File: config.mk
export PLATFORM = sky130hd
export DESIGN_NAME = tree_sum_accum
export DESIGN_NICKNAME = d
export VERILOG_FILES = /design/src/rtl/tree_sum_accum_pkg.sv /design/src/rtl/tree_sum_acc_add.sv /design/src/rtl/tree_sum_accum.sv
export SDC_FILE = /design/constraint.sdc
export NUM_CORES = 1
export LEC_CHECK = 0
export ABC_AREA = 1
export BUFFER_PORTS_ARGS = -buffer_cell sky130_fd_sc_hd__buf_4
export CORE_UTILIZATION = 48
export DETAILED_ROUTE_END_ITERATION = 7
export PLACE_DENSITY = 0.7
export SLEW_MARGIN = 30
export SYNTH_ARGS = -nofsm -noshare
export SYNTH_HDL_FRONTEND = slang
export SYNTH_SLANG_ARGS = --single-unit
File: constraint.sdc
create_clock -name clk -period 2.2 [get_ports clk]
set_clock_uncertainty 0.05 [all_clocks]
set_input_delay 0.44 -clock clk [delete_from_list [all_inputs] [get_ports clk]]
set_output_delay 0.44 -clock clk [all_outputs]
set_load 0.05 [all_outputs]
File: src/rtl/tree_sum_accum_pkg.sv
// ---------------------------------------------------------------------------
// tree_sum_accum_pkg
// Shared definitions for the tree-sum accumulator slice:
//   state_t    - accumulator FSM states (IDLE / ACCUM / HOLD)
//   calc_in_w  - width of the upstream adder-tree sum for a given leaf count
//                and per-leaf operand width
// No ports; imported by tree_sum_accum.
// Related build macro: TREE_SUM_ACCUM_SATURATE_EN (used by tree_sum_acc_add).
// ---------------------------------------------------------------------------
package tree_sum_accum_pkg;

   typedef enum logic [1:0] {
      IDLE  = 2'd0,
      ACCUM = 2'd1,
      HOLD  = 2'd2
   } state_t;

   // An adder tree over tree_size leaves grows the operand by log2(leaves)
   // bits; the extra bit leaves headroom for the upstream signed/unsigned mix.
   function automatic int calc_in_w(input int tree_size, input int data_size);
      return data_size + $clog2(tree_size) + 1;
   endfunction

endpackage

File: src/rtl/tree_sum_acc_add.sv
// ---------------------------------------------------------------------------
// tree_sum_acc_add
// Combinational ACC_W-bit unsigned adder used by the accumulator.
// Ports:
//   a      [ACC_W-1:0] in  - current accumulator value
//   b      [ACC_W-1:0] in  - zero-extended incoming tree sum
//   sum    [ACC_W-1:0] out - a + b, wrapped or clamped (see macro)
//   carry              out - carry-out of the raw ACC_W-bit add
// Build macro TREE_SUM_ACCUM_SATURATE_EN:
//   defined   - sum clamps to all-ones whenever the add carries out
//   undefined - sum wraps modulo 2^ACC_W
// ---------------------------------------------------------------------------
module tree_sum_acc_add #(
   parameter int ACC_W = 24
) (
   input  logic [ACC_W-1:0] a,
   input  logic [ACC_W-1:0] b,
   output logic [ACC_W-1:0] sum,
   output logic             carry
);

   logic [ACC_W:0] raw;

   // One extra bit on the add captures the carry-out without a separate compare.
   assign raw   = {1'b0, a} + {1'b0, b};
   assign carry = raw[ACC_W];

`ifdef TREE_SUM_ACCUM_SATURATE_EN
   // Once the accumulator sits at all-ones any further non-zero add carries
   // again, so a saturated frame stays pinned at all-ones by itself.
   assign sum = carry ? {ACC_W{1'b1}} : raw[ACC_W-1:0];
`else
   assign sum = raw[ACC_W-1:0];
`endif

endmodule

File: src/rtl/tree_sum_accum.sv
// ---------------------------------------------------------------------------
// tree_sum_accum
// Accumulates a frame of adder-tree sums (valid/ready beats, in_last closes
// the frame) and presents the frame total, beat count and overflow flag on a
// valid/ready result port. Input is stalled while a result is held.
// Ports:
//   clk                    in  - rising-edge clock
//   rst_n                  in  - asynchronous active-low reset
//   in_valid / in_ready    in/out - beat handshake
//   in_sum   [IN_W-1:0]    in  - unsigned tree output
//   in_last                in  - beat closes the frame
//   out_valid / out_ready  out/in - result handshake
//   out_sum  [ACC_W-1:0]   out - frame total
//   out_count[CNT_W-1:0]   out - beats in frame (saturating)
//   out_ovf                out - frame overflowed ACC_W
// Build macro TREE_SUM_ACCUM_SATURATE_EN selects clamping (defined) or
// wrapping (undefined) of the accumulator on overflow.
// ---------------------------------------------------------------------------
module tree_sum_accum
   import tree_sum_accum_pkg::*;
#(
   parameter  int TREE_SIZE = 8,
   parameter  int DATA_SIZE = 8,
   parameter  int ACC_W     = 24,
   parameter  int CNT_W     = 8,
   localparam int IN_W      = calc_in_w(TREE_SIZE, DATA_SIZE)
) (
   input  logic             clk,
   input  logic             rst_n,
   input  logic             in_valid,
   output logic             in_ready,
   input  logic [IN_W-1:0]  in_sum,
   input  logic             in_last,
   output logic             out_valid,
   input  logic             out_ready,
   output logic [ACC_W-1:0] out_sum,
   output logic [CNT_W-1:0] out_count,
   output logic             out_ovf
);

   state_t           state;
   logic [ACC_W-1:0] acc;
   logic [CNT_W-1:0] cnt;
   logic             ovf;

   logic [ACC_W-1:0] add_sum;
   logic             add_carry;
   logic [CNT_W-1:0] cnt_next;
   logic             ovf_next;
   logic             beat;

   // Ready is purely a function of state, so it is high throughout reset
   // (state forced to IDLE) and low for the whole of HOLD, including the
   // cycle in which the result is taken.
   assign in_ready = (state != HOLD);
   assign beat     = in_valid && in_ready;

   // The count sticks at all-ones rather than wrapping back to a small value.
   assign cnt_next = (cnt == {CNT_W{1'b1}}) ? cnt : cnt + 1'b1;
   assign ovf_next = ovf | add_carry;

   tree_sum_acc_add #(
      .ACC_W (ACC_W)
   ) u_add (
      .a     (acc),
      .b     (ACC_W'(in_sum)),
      .sum   (add_sum),
      .carry (add_carry)
   );

   // Frame FSM. The accepted last beat is folded into the result registers
   // on the same edge, so out_valid rises exactly one cycle after it; the
   // running state is cleared only when the consumer takes the result.
   always_ff @(posedge clk or negedge rst_n) begin
      if (!rst_n) begin
         state     <= IDLE;
         acc       <= '0;
         cnt       <= '0;
         ovf       <= 1'b0;
         out_valid <= 1'b0;
         out_sum   <= '0;
         out_count <= '0;
         out_ovf   <= 1'b0;
      end else begin
         case (state)
            IDLE, ACCUM: begin
               if (beat) begin
                  acc <= add_sum;
                  cnt <= cnt_next;
                  ovf <= ovf_next;
                  if (in_last) begin
                     out_sum   <= add_sum;
                     out_count <= cnt_next;
                     out_ovf   <= ovf_next;
                     out_valid <= 1'b1;
                     state     <= HOLD;
                  end else begin
                     state <= ACCUM;
                  end
               end
            end
            HOLD: begin
               if (out_valid && out_ready) begin
                  out_valid <= 1'b0;
                  acc       <= '0;
                  cnt       <= '0;
                  ovf       <= 1'b0;
                  state     <= IDLE;
               end
            end
            default: state <= IDLE;
         endcase
      end
   end

endmodule

==> impl_metrics.json, run 1 <==
{
  "required_ns": 2.39,
  "synth-seq-cells": 69,
  "tightest_slew_ns": 0.709,
  "h-tree-depth": 3,
  "post-route-period-util_pct": 93.0,
  "finalPower_uw": 6900,
  "r2r_start": "acc[0]",
  "num_rows": 33,
  "worstSetupPathType": "reg2reg",
  "synth-async-reset-ratio_pct": 100,
  "p_switching_uw": 3350,
  "gp_congestion": 0.945,
  "p_per_area_nw_per_um2": 1430,
  "ioPinCount": 52,
  "worst_r2r_endpoint": "acc[12]",
  "worstSetupEndpointType": "register",
  "grt_pass1_vias": 3562,
  "drtAntennaViolNets": 0,
  "synth_area_um2": 4080,
  "whs_ns": 0.288,
  "finalMaxSlewViolations": 0,
  "synth_area_leader_cell": "dfrtp_1",
  "maxCapViolations": 0,
  "track_usage_pct": 24.0,
  "core_um2": 8220,
  "ys_seq_area_share_pct": 42.4,
  "vias_per_cell": 4.97,
  "period_needed_ns": 2.05,
  "reg2reg_depth": 9,
  "swShare_pct": 48.5,
  "cts_buffers": 9,
  "min_path_type": "in2reg",
  "io_buffers": 51,
  "holdPathEnd": "state[1]",
  "synth.distinct_cells": 32,
  "path_buf_inv": 0,
  "peakVddDrop_uv": 784,
  "ctsLongestPathBuffers": 2,
  "yosys_warnings": 0,
  "fin_util_pct": 58.9,
  "synth_fp_nets": 599,
  "synth-main-ff-cell": "dfrtp_1",
  "slowest_stage": "fa_1",
  "slew_headroom_pct": 52.7,
  "area_growth_syn_to_layout_pct": 18.7,
  "wl_per_cell_um": 13.0,
  "fin_ws_ns": 0.154,
  "clockPowerShare_pct": 16.7,
  "clk_pin_slew_ns": 0.08,
  "leakage_uw": 0.00269,
  "max_freq_mhz": 489,
  "dr.pass1.iters": 5,
  "die_area_um2": 8860,
  "crit_top_cell": "nand3_1",
  "rrSetupSlack_ns": 0.15,
  "status": "complete, no violations",
  "setup_tns_ns": 0,
  "comb_power_share_pct": 52.5,
  "worstPathMaxFanout": 4,
  "die_h_um": 94.1,
  "dp.final_hpwl_um": 7170,
  "cp.depth": 9,
  "hold_viol": 0,
  "fp.dieW_um": 94.1,
  "num_vias": 3668,
  "synth_edf_count": 0,
  "layout.nets": 659,
  "routed_wl_um": 9620,
  "internal_power_uw": 3550,
  "cts_tree": "built",
  "grt_pass1_wl_um": 16300,
  "start_util_pct": 49.6,
  "critPathTopFamily": "simple AND/OR/NAND/NOR gates",
  "first_iter_violations": 117,
  "setup_viol": 0,
  "clock_sinks": 69,
  "remaining_drc_errors": 0,
  "grt_max_degree": 43,
  "synth.avg_cell_area_um2": 7.17,
  "start_kind": "register",
  "max_stage_delay_ns": 0.42,
  "antenna_found_initial": 0,
  "n_antenna_cell": 0,
  "dpl_worst_slack_ns": -0.0322,
  "worst_hold_path.num_cells": 4,
  "cts_root_buffer": "clkbuf_8",
  "worstPathArrival_ns": 2.23,
  "netlist_instances": 568,
  "clock_latency_ns": 0.36,
  "hold_path_startpoint": "out_ready",
  "grt_overflow": 0,
  "netlist_top_cells_area": "dfrtp_1, nand2_1, nand3_1",
  "layout-drive-gt1-share_pct": 16.7,
  "crit_chain": "ha_1 -> fa_1 -> nand3_1 -> nand3_1 -> nand3_1 -> nand3_1 -> or2_1 -> nand3_1 -> nand2_1",
  "rsz0062_at_grt": "no",
  "yosysTopAreaCellShare_pct": 42.4,
  "pwr-share-seq_pct": 30.8
}
[registers in the layout (all words and copies together), names as in the netlist]
name,cells
acc,24
cnt,8
out_count,8
out_ovf,1
out_sum,24
out_valid,1
ovf,1
state,2
[cell type report]
class | instances | area [um^2]
flip-flops and latches | 69 | 1730
clock inverters | 6 | 87.6
multi-input cells | 417 | 2020
fillers | 785 | 3380
clock buffers | 10 | 128
inverters | 72 | 273
repair buffers | 59 | 470
well taps | 105 | 131
[worst register-to-register path: cells and delay by family (launching register included)]
family        cells  cell delay, ns
flops             1            0.39
fa+ha+maj         2            0.65
simple gates      7            0.83
[worst max path at each step]
stage | slack [ns] | startpoint | to
detailed placement | -0.03 | in_sum[0] | acc[12]
global route | 0.02 | acc[0] | out_sum[12]
CTS | 0.13 | acc[0] | acc[12]
finish | 0.15 | acc[0] | acc[12]
floorplan | 0.21 | in_sum[0] | out_sum[12]
global placement | 0.004 | in_sum[0] | acc[12]
[power groups by stage]
stage / clock [uW] / sequential, uW / combinational, uW
5_1_grt: 1220 / 2190 / 3990
3_3_place_gp: 0 / 2130 / 3580
6_report: 1150 / 2120 / 3620
4_1_cts: 1180 / 2130 / 3640
2_1_floorplan: 0 / 2910 / 1840
3_5_place_dp: 0 / 2140 / 3630
[layer usage]
layer  GRT usage (%)  wire [um]
met1            30.1       4530
met5               0          0
met4            10.6        165
met3            4.29        334
met2            40.0       4590
[repair_timing]
item,4_1_cts,5_1_grt
hold endpoints to repair,3,0
setup buffers,0,0
resized for setup,0,0
hold buffers,1,0
[layout by cell type, fill, tap and decap left out]
cell / Yosys / final
nand2_1: 245 / 245
nor2_1: 24 / 24
nor2_8: 1 / 1
nand3b_1: 3 / 3
xnor2_1: 5 / 5
o211ai_2: 1 / 1
o31ai_1: 1 / 1
nor3_1: 2 / 2
nor2_2: 6 / 6
a21oi_1: 7 / 7
inv_2: 9 / 9
xor2_1: 6 / 6
clkbuf_8: 0 / 9
nor2_4: 5 / 5
inv_4: 1 / 1
buf_12: 0 / 2
fa_1: 1 / 1
nand4_1: 1 / 1
dfrtp_1: 69 / 69
inv_1: 62 / 62
o21ai_1: 20 / 20
o21ai_0: 7 / 7
ha_1: 13 / 13
dlygate4sd3_1: 0 / 1
or2_2: 1 / 1
nor4_1: 1 / 1
nand3_1: 52 / 52
nand3_2: 1 / 1
nand2_2: 6 / 6
clkinv_2: 0 / 2
a22o_1: 5 / 5
clkinv_4: 0 / 2
nor3_2: 2 / 2
bufinv_16: 0 / 2
or2_1: 1 / 1
clkbuf_1: 1 / 1
buf_4: 2 / 56
[cells by family (layout without fill, tap and decap cells)]
family	Yosys count	count (layout)	share of synthesized area, %
buffers and inverters	82	147	8.01
xor gates and xnor gates	11	11	2.36
AOI/OAI and AO/OA	41	41	5.74
and+or+nand+nor	351	351	37.0
DFF	69	69	42.4
adders and majority gates	14	14	4.48
[through the flow]
step                      area (um^2)  instances
after floorplan                  4080        568
after global placement           4610        721
after detailed placement         4610        721
after CTS                        4840        738
after global routing             4840        738
final                            4840        738
[synthesized netlist by cell type (2+ instances only)]
master and instances:
buf_4 2, nand2_2 6, inv_2 9, buf_2 7, nand3_1 52, inv_1 62
xnor2_1 5, xor2_1 6, nor2_1 24, o21ai_1 20, dfrtp_1 69, o21ai_0 7
nor3_2 2, nand2_1 245, nor3_1 2, ha_1 13, a22o_1 5, a21oi_1 7
nor2_2 6, nor2_4 5, nand3b_1 3
Note: power is estimated with default switching activity, not from simulation.
==> run 2, diff against run 1 <==
--- a/config.mk
+++ b/config.mk
@@ -7,9 +7,9 @@
 export LEC_CHECK = 0
 export ABC_AREA = 1
 export BUFFER_PORTS_ARGS = -buffer_cell sky130_fd_sc_hd__buf_4
-export CORE_UTILIZATION = 48
+export CORE_UTILIZATION = 58
 export DETAILED_ROUTE_END_ITERATION = 7
-export PLACE_DENSITY = 0.7
+export PLACE_DENSITY = 0.82
 export SLEW_MARGIN = 30
 export SYNTH_ARGS = -nofsm -noshare
 export SYNTH_HDL_FRONTEND = slang
==> impl_metrics.json, run 2 (synthesis results as in run 1) <==
{
  "status": "complete, no violations",
  "start_kind": "register",
  "final_common_cell": "nand2_1",
  "first_iter_violations": 190,
  "reg2reg_depth": 9,
  "die_area_um2": 7370,
  "hold_path_startpoint": "out_ready",
  "core_um2": 6790,
  "hold_viol": 0,
  "dpl_worst_slack_ns": -0.0390,
  "finalPower_uw": 6810,
  "leakage_uw": 0.00270,
  "layout-drive-gt1-share_pct": 17.2,
  "rsz0062_at_grt": "no",
  "worstSetupPathType": "reg2reg",
  "cts_resized": 0,
  "final_cell_count_no_fill": 734,
  "clk_pin_slew_ns": 0.07,
  "n_antenna_cell": 0,
  "routed_wl_um": 9590,
  "final_cell_mix": "nand2_1, dfrtp_1, buf_4, inv_1, nand3_1",
  "r2r_start": "acc[0]",
  "fin_ws_ns": 0.123,
  "worstSetupEndpointType": "register",
  "setup_viol": 0,
  "antenna_found_initial": 0,
  "cts_root_buffer": "clkbuf_8",
  "worstPathArrival_ns": 2.27,
  "dr.pass1.iters": 4,
  "post-route-period-util_pct": 94.4,
  "clock_sinks": 69,
  "grt_overflow": 0,
  "gp_congestion": 0.962,
  "rrSetupSlack_ns": 0.12,
  "grt_max_degree": 43,
  "area_growth_syn_to_layout_pct": 18.2,
  "clock_latency_ns": 0.35,
  "max_freq_mhz": 481,
  "dp.final_hpwl_um": 7320,
  "io_buffers": 51,
  "track_usage_pct": 29.1,
  "h-tree-depth": 3,
  "worst_r2r_endpoint": "acc[12]",
  "cts_tree": "built",
  "grt_pass1_wl_um": 16600,
  "tightest_slew_ns": 0.700,
  "num_vias": 3667,
  "layout.nets": 664,
  "peakVddDrop_uv": 1010,
  "ctsLongestPathBuffers": 2,
  "maxCapViolations": 0,
  "grt_pass1_vias": 3605,
  "reg_top3": "acc x24, out_sum x24",
  "required_ns": 2.40,
  "p_per_area_nw_per_um2": 1410,
  "start_util_pct": 60.0,
  "fp.dieW_um": 85.8,
  "die_h_um": 85.8,
  "min_path_type": "in2reg",
  "slew_headroom_pct": 53.2,
  "cts_buffers": 9,
  "vias_per_cell": 5.00,
  "holdPathEnd": "state[1]",
  "worstPathMaxFanout": 4,
  "remaining_drc_errors": 0,
  "period_needed_ns": 2.08,
  "dp_cells": 717,
  "finalMaxSlewViolations": 0,
  "wl_per_cell_um": 13.1,
  "num_rows": 30,
  "drtAntennaViolNets": 0,
  "whs_ns": 0.302,
  "ioPinCount": 52,
  "worst_hold_path.num_cells": 4
}
run 2: cell types whose count changed in the layout (fill, tap and decap cells not counted):
cell,delta
buf_12,-2
buf_4,+7
bufinv_16,-1
clkbuf_1,+1
clkbuf_8,+1
clkinv_4,-2
clkinvlp_4,+1
run 2: power breakdown:
| part | internal [uW] | switching (uW) |
|---|---|---|
| logic | 1170 | 2480 |
| registers | 1760 | 378 |
| clock network | 551 | 477 |
| total | 3480 | 3330 |
run 2: final cells by class:
| cell class | count | area (um^2) |
|---|---|---|
| clock inverters | 4 | 47.5 |
| repair buffers | 64 | 483 |
| flip-flops and latches | 69 | 1730 |
| inverters | 72 | 273 |
| fillers | 571 | 1980 |
| well taps | 96 | 120 |
| clock buffers | 12 | 145 |
| multi-input cells | 417 | 2020 |
run 2: worst max path at each step:
| stage | slack, ns | start | endpoint |
|---|---|---|---|
| after global placement | 0.01 | in_sum[0] | out_sum[12] |
| after global routing | 0.01 | acc[0] | out_ovf |
| after detailed placement | -0.04 | in_sum[0] | acc[12] |
| after floorplan | 0.21 | in_sum[0] | out_sum[12] |
| final | 0.12 | acc[0] | acc[12] |
| after CTS | 0.14 | acc[0] | acc[12] |
run 2: critical path: stages, from the launching register on:
cell     delay [ns]
dfrtp_1        0.39
ha_1           0.23
fa_1           0.43
nand3_1        0.12
nand3_1        0.12
nand3_1        0.09
nand3_1        0.15
or2_1          0.27
nand3_1        0.07
nand2_1        0.05
run 2: layer usage:
layer	wire length, um	vias to the layer above	track usage, %	part of all wire [%]
li1	-	1895	-	-
met5	0	-	0	0
met2	4550	86	48.9	47
met1	4360	1658	37.4	46
met4	243	0	11.4	2.5
met3	431	28	5.49	4.5
run 2: metrics by stage:
step           cell area (um^2)  utilization (%)  setup TNS, ns
6_report                   4820             70.9              0
5_1_grt                    4820             70.9              0
4_1_cts                    4820             70.9              0
3_5_place_dp               4610             67.9         -0.110
3_3_place_gp               4610             67.9              0
2_1_floorplan              4080                -              0
run 2: repair_timing:
item,in CTS,in global routing
buffers inserted,0,0
endpoints found under the hold margin,28,0
hold buffers,1,0
==> run 3, diff against run 2 <==
--- a/config.mk
+++ b/config.mk
@@ -7,9 +7,9 @@
 export LEC_CHECK = 0
 export ABC_AREA = 1
 export BUFFER_PORTS_ARGS = -buffer_cell sky130_fd_sc_hd__buf_4
-export CORE_UTILIZATION = 58
+export CORE_UTILIZATION = 36
 export DETAILED_ROUTE_END_ITERATION = 7
-export PLACE_DENSITY = 0.82
+export PLACE_DENSITY = 0.56
 export SLEW_MARGIN = 30
 export SYNTH_ARGS = -nofsm -noshare
 export SYNTH_HDL_FRONTEND = slang
==> impl_metrics.json, run 3 (synthesis results as in run 1) <==
{
  "rsz0062_at_grt": "no",
  "start_util_pct": 37.3,
  "fill_cells": 1126,
  "layout-drive-gt1-share_pct": 17.2,
  "vias_per_cell": 4.67,
  "maxCapViolations": 0,
  "clockPowerShare_pct": 23.1,
  "setup_viol": 0,
  "place_area_um2": 4650,
  "reg_top3": "acc x24, out_sum x24",
  "p_switching_uw": 3420,
  "die_h_um": 108,
  "die_area_um2": 11700,
  "swShare_pct": 45.6,
  "gp_congestion": 0.914,
  "core_um2": 10900,
  "required_ns": 2.37,
  "leakage_uw": 0.00276,
  "num_vias": 3617,
  "clock_latency_ns": 0.33,
  "dp.final_hpwl_um": 7540,
  "clock_sinks": 69,
  "grt_overflow": 0,
  "cts_root_buffer": "clkbuf_16",
  "h-tree-depth": 3,
  "grt_pass1_wl_um": 17200,
  "start_kind": "register",
  "cts_tree": "built",
  "worstPathMaxFanout": 4,
  "wl_per_cell_um": 13.0,
  "post-route-period-util_pct": 91.2,
  "grt_max_degree": 44,
  "n_antenna_cell": 0,
  "routed_wl_um": 10000,
  "io_buffers": 51,
  "comb_power_share_pct": 48.5,
  "tightest_slew_ns": 0.719,
  "whs_ns": 0.332,
  "area_growth_syn_to_layout_pct": 23.2,
  "status": "complete, no violations",
  "ctsLongestPathBuffers": 2,
  "dpl_worst_slack_ns": -0.0331,
  "max_freq_mhz": 498,
  "num_rows": 38,
  "first_iter_violations": 163,
  "dp_cells": 757,
  "ioPinCount": 52,
  "pwr-share-seq_pct": 28.4,
  "grt_pass1_vias": 3659,
  "internal_power_uw": 4070,
  "worstPathArrival_ns": 2.17,
  "final_cell_count_no_fill": 774,
  "final_common_cell": "nand2_1",
  "fin_util_pct": 45.9,
  "p_per_area_nw_per_um2": 1490,
  "period_needed_ns": 2.01,
  "final_cell_mix": "nand2_1, dfrtp_1, inv_1, buf_4, nand3_1",
  "final_area_um2": 5020,
  "clk_pin_slew_ns": 0.06,
  "antenna_found_initial": 0,
  "multiInputGateArea_um2": 2020,
  "post_cts.repair.setup_buffers": 0,
  "layout.nets": 660,
  "hold_viol": 0,
  "fin_ws_ns": 0.194,
  "dr.pass1.iters": 4,
  "worstSetupPathType": "reg2reg",
  "peakVddDrop_uv": 735,
  "remaining_drc_errors": 0,
  "cts_buffers": 9,
  "finalMaxSlewViolations": 0,
  "regArea_um2": 1730,
  "worstSetupEndpointType": "register",
  "min_path_type": "in2reg",
  "track_usage_pct": 19.1,
  "drtAntennaViolNets": 0,
  "slew_headroom_pct": 52.0,
  "fp.dieW_um": 108
}
## run 3: layer usage
layer | vias up | global-route usage [%] | share of wire [%]
li1 | 1886 | - | -
met1 | 1651 | 24.7 | 48
met2 | 65 | 31.5 | 47
met3 | 15 | 4.16 | 3.9
met4 | 0 | 5.98 | 1.8
met5 | - | 0 | 0
## run 3: worst max-delay path: stages, from the launching register on
cell and delay [ns]:
dfrtp_1 0.38, ha_1 0.21, fa_2 0.36, nand3_1 0.10, nand3_1 0.13, nand3_1 0.10, nand3_1 0.16, or2_1 0.27
nand3_1 0.07, nand2_1 0.05
## run 3: final timing paths
| kind | cells after the start | start | end | slack [ns] |
|---|---|---|---|---|
| max in group asynchronous | 3 | rst_n | acc[22] | 1.03 |
| setup / recovery | 9 | acc[0] | acc[12] | 0.19 |
| hold reg to reg | 2 | out_sum[1] | out_sum[1] | 0.42 |
| min in group asynchronous | 2 | rst_n | out_sum[7] | 0.52 |
| setup reg to reg | 9 | acc[0] | acc[12] | 0.19 |
| hold / removal | 4 | out_ready | state[1] | 0.33 |
## run 3: what timing repair did
item	CTS	global route
setup endpoints to repair	0	3
hold endpoints to repair	26	0
hold buffers	1	0
gates resized for setup	0	1
## run 3: metrics by stage
stage | total power [uW] | setup TNS [ns]
after global placement | 5750 | -0.00322
after floorplan | 4750 | 0
after global routing | 8060 | 0
after CTS | 7580 | 0
final | 7490 | 0
after detailed placement | 5800 | -0.0595
## run 3: layout make-up
cell class                 count  share of cell area (%)
timing repair buffer          60                    9.27
clock inverter                 6                    2.32
tap                          140                    3.49
sequential                    69                    34.4
inverter                      72                    5.43
multi-input combinational    417                    40.3
clock buffer                  10                    4.76
## run 3: power groups by stage
stage	clock network [uW]	logic, uW	registers, uW
after CTS	1780	3670	2130
final	1730	3630	2130
after detailed placement	0	3650	2150
after floorplan	0	1840	2910
after global routing	1820	4030	2210
after global placement	0	3610	2140
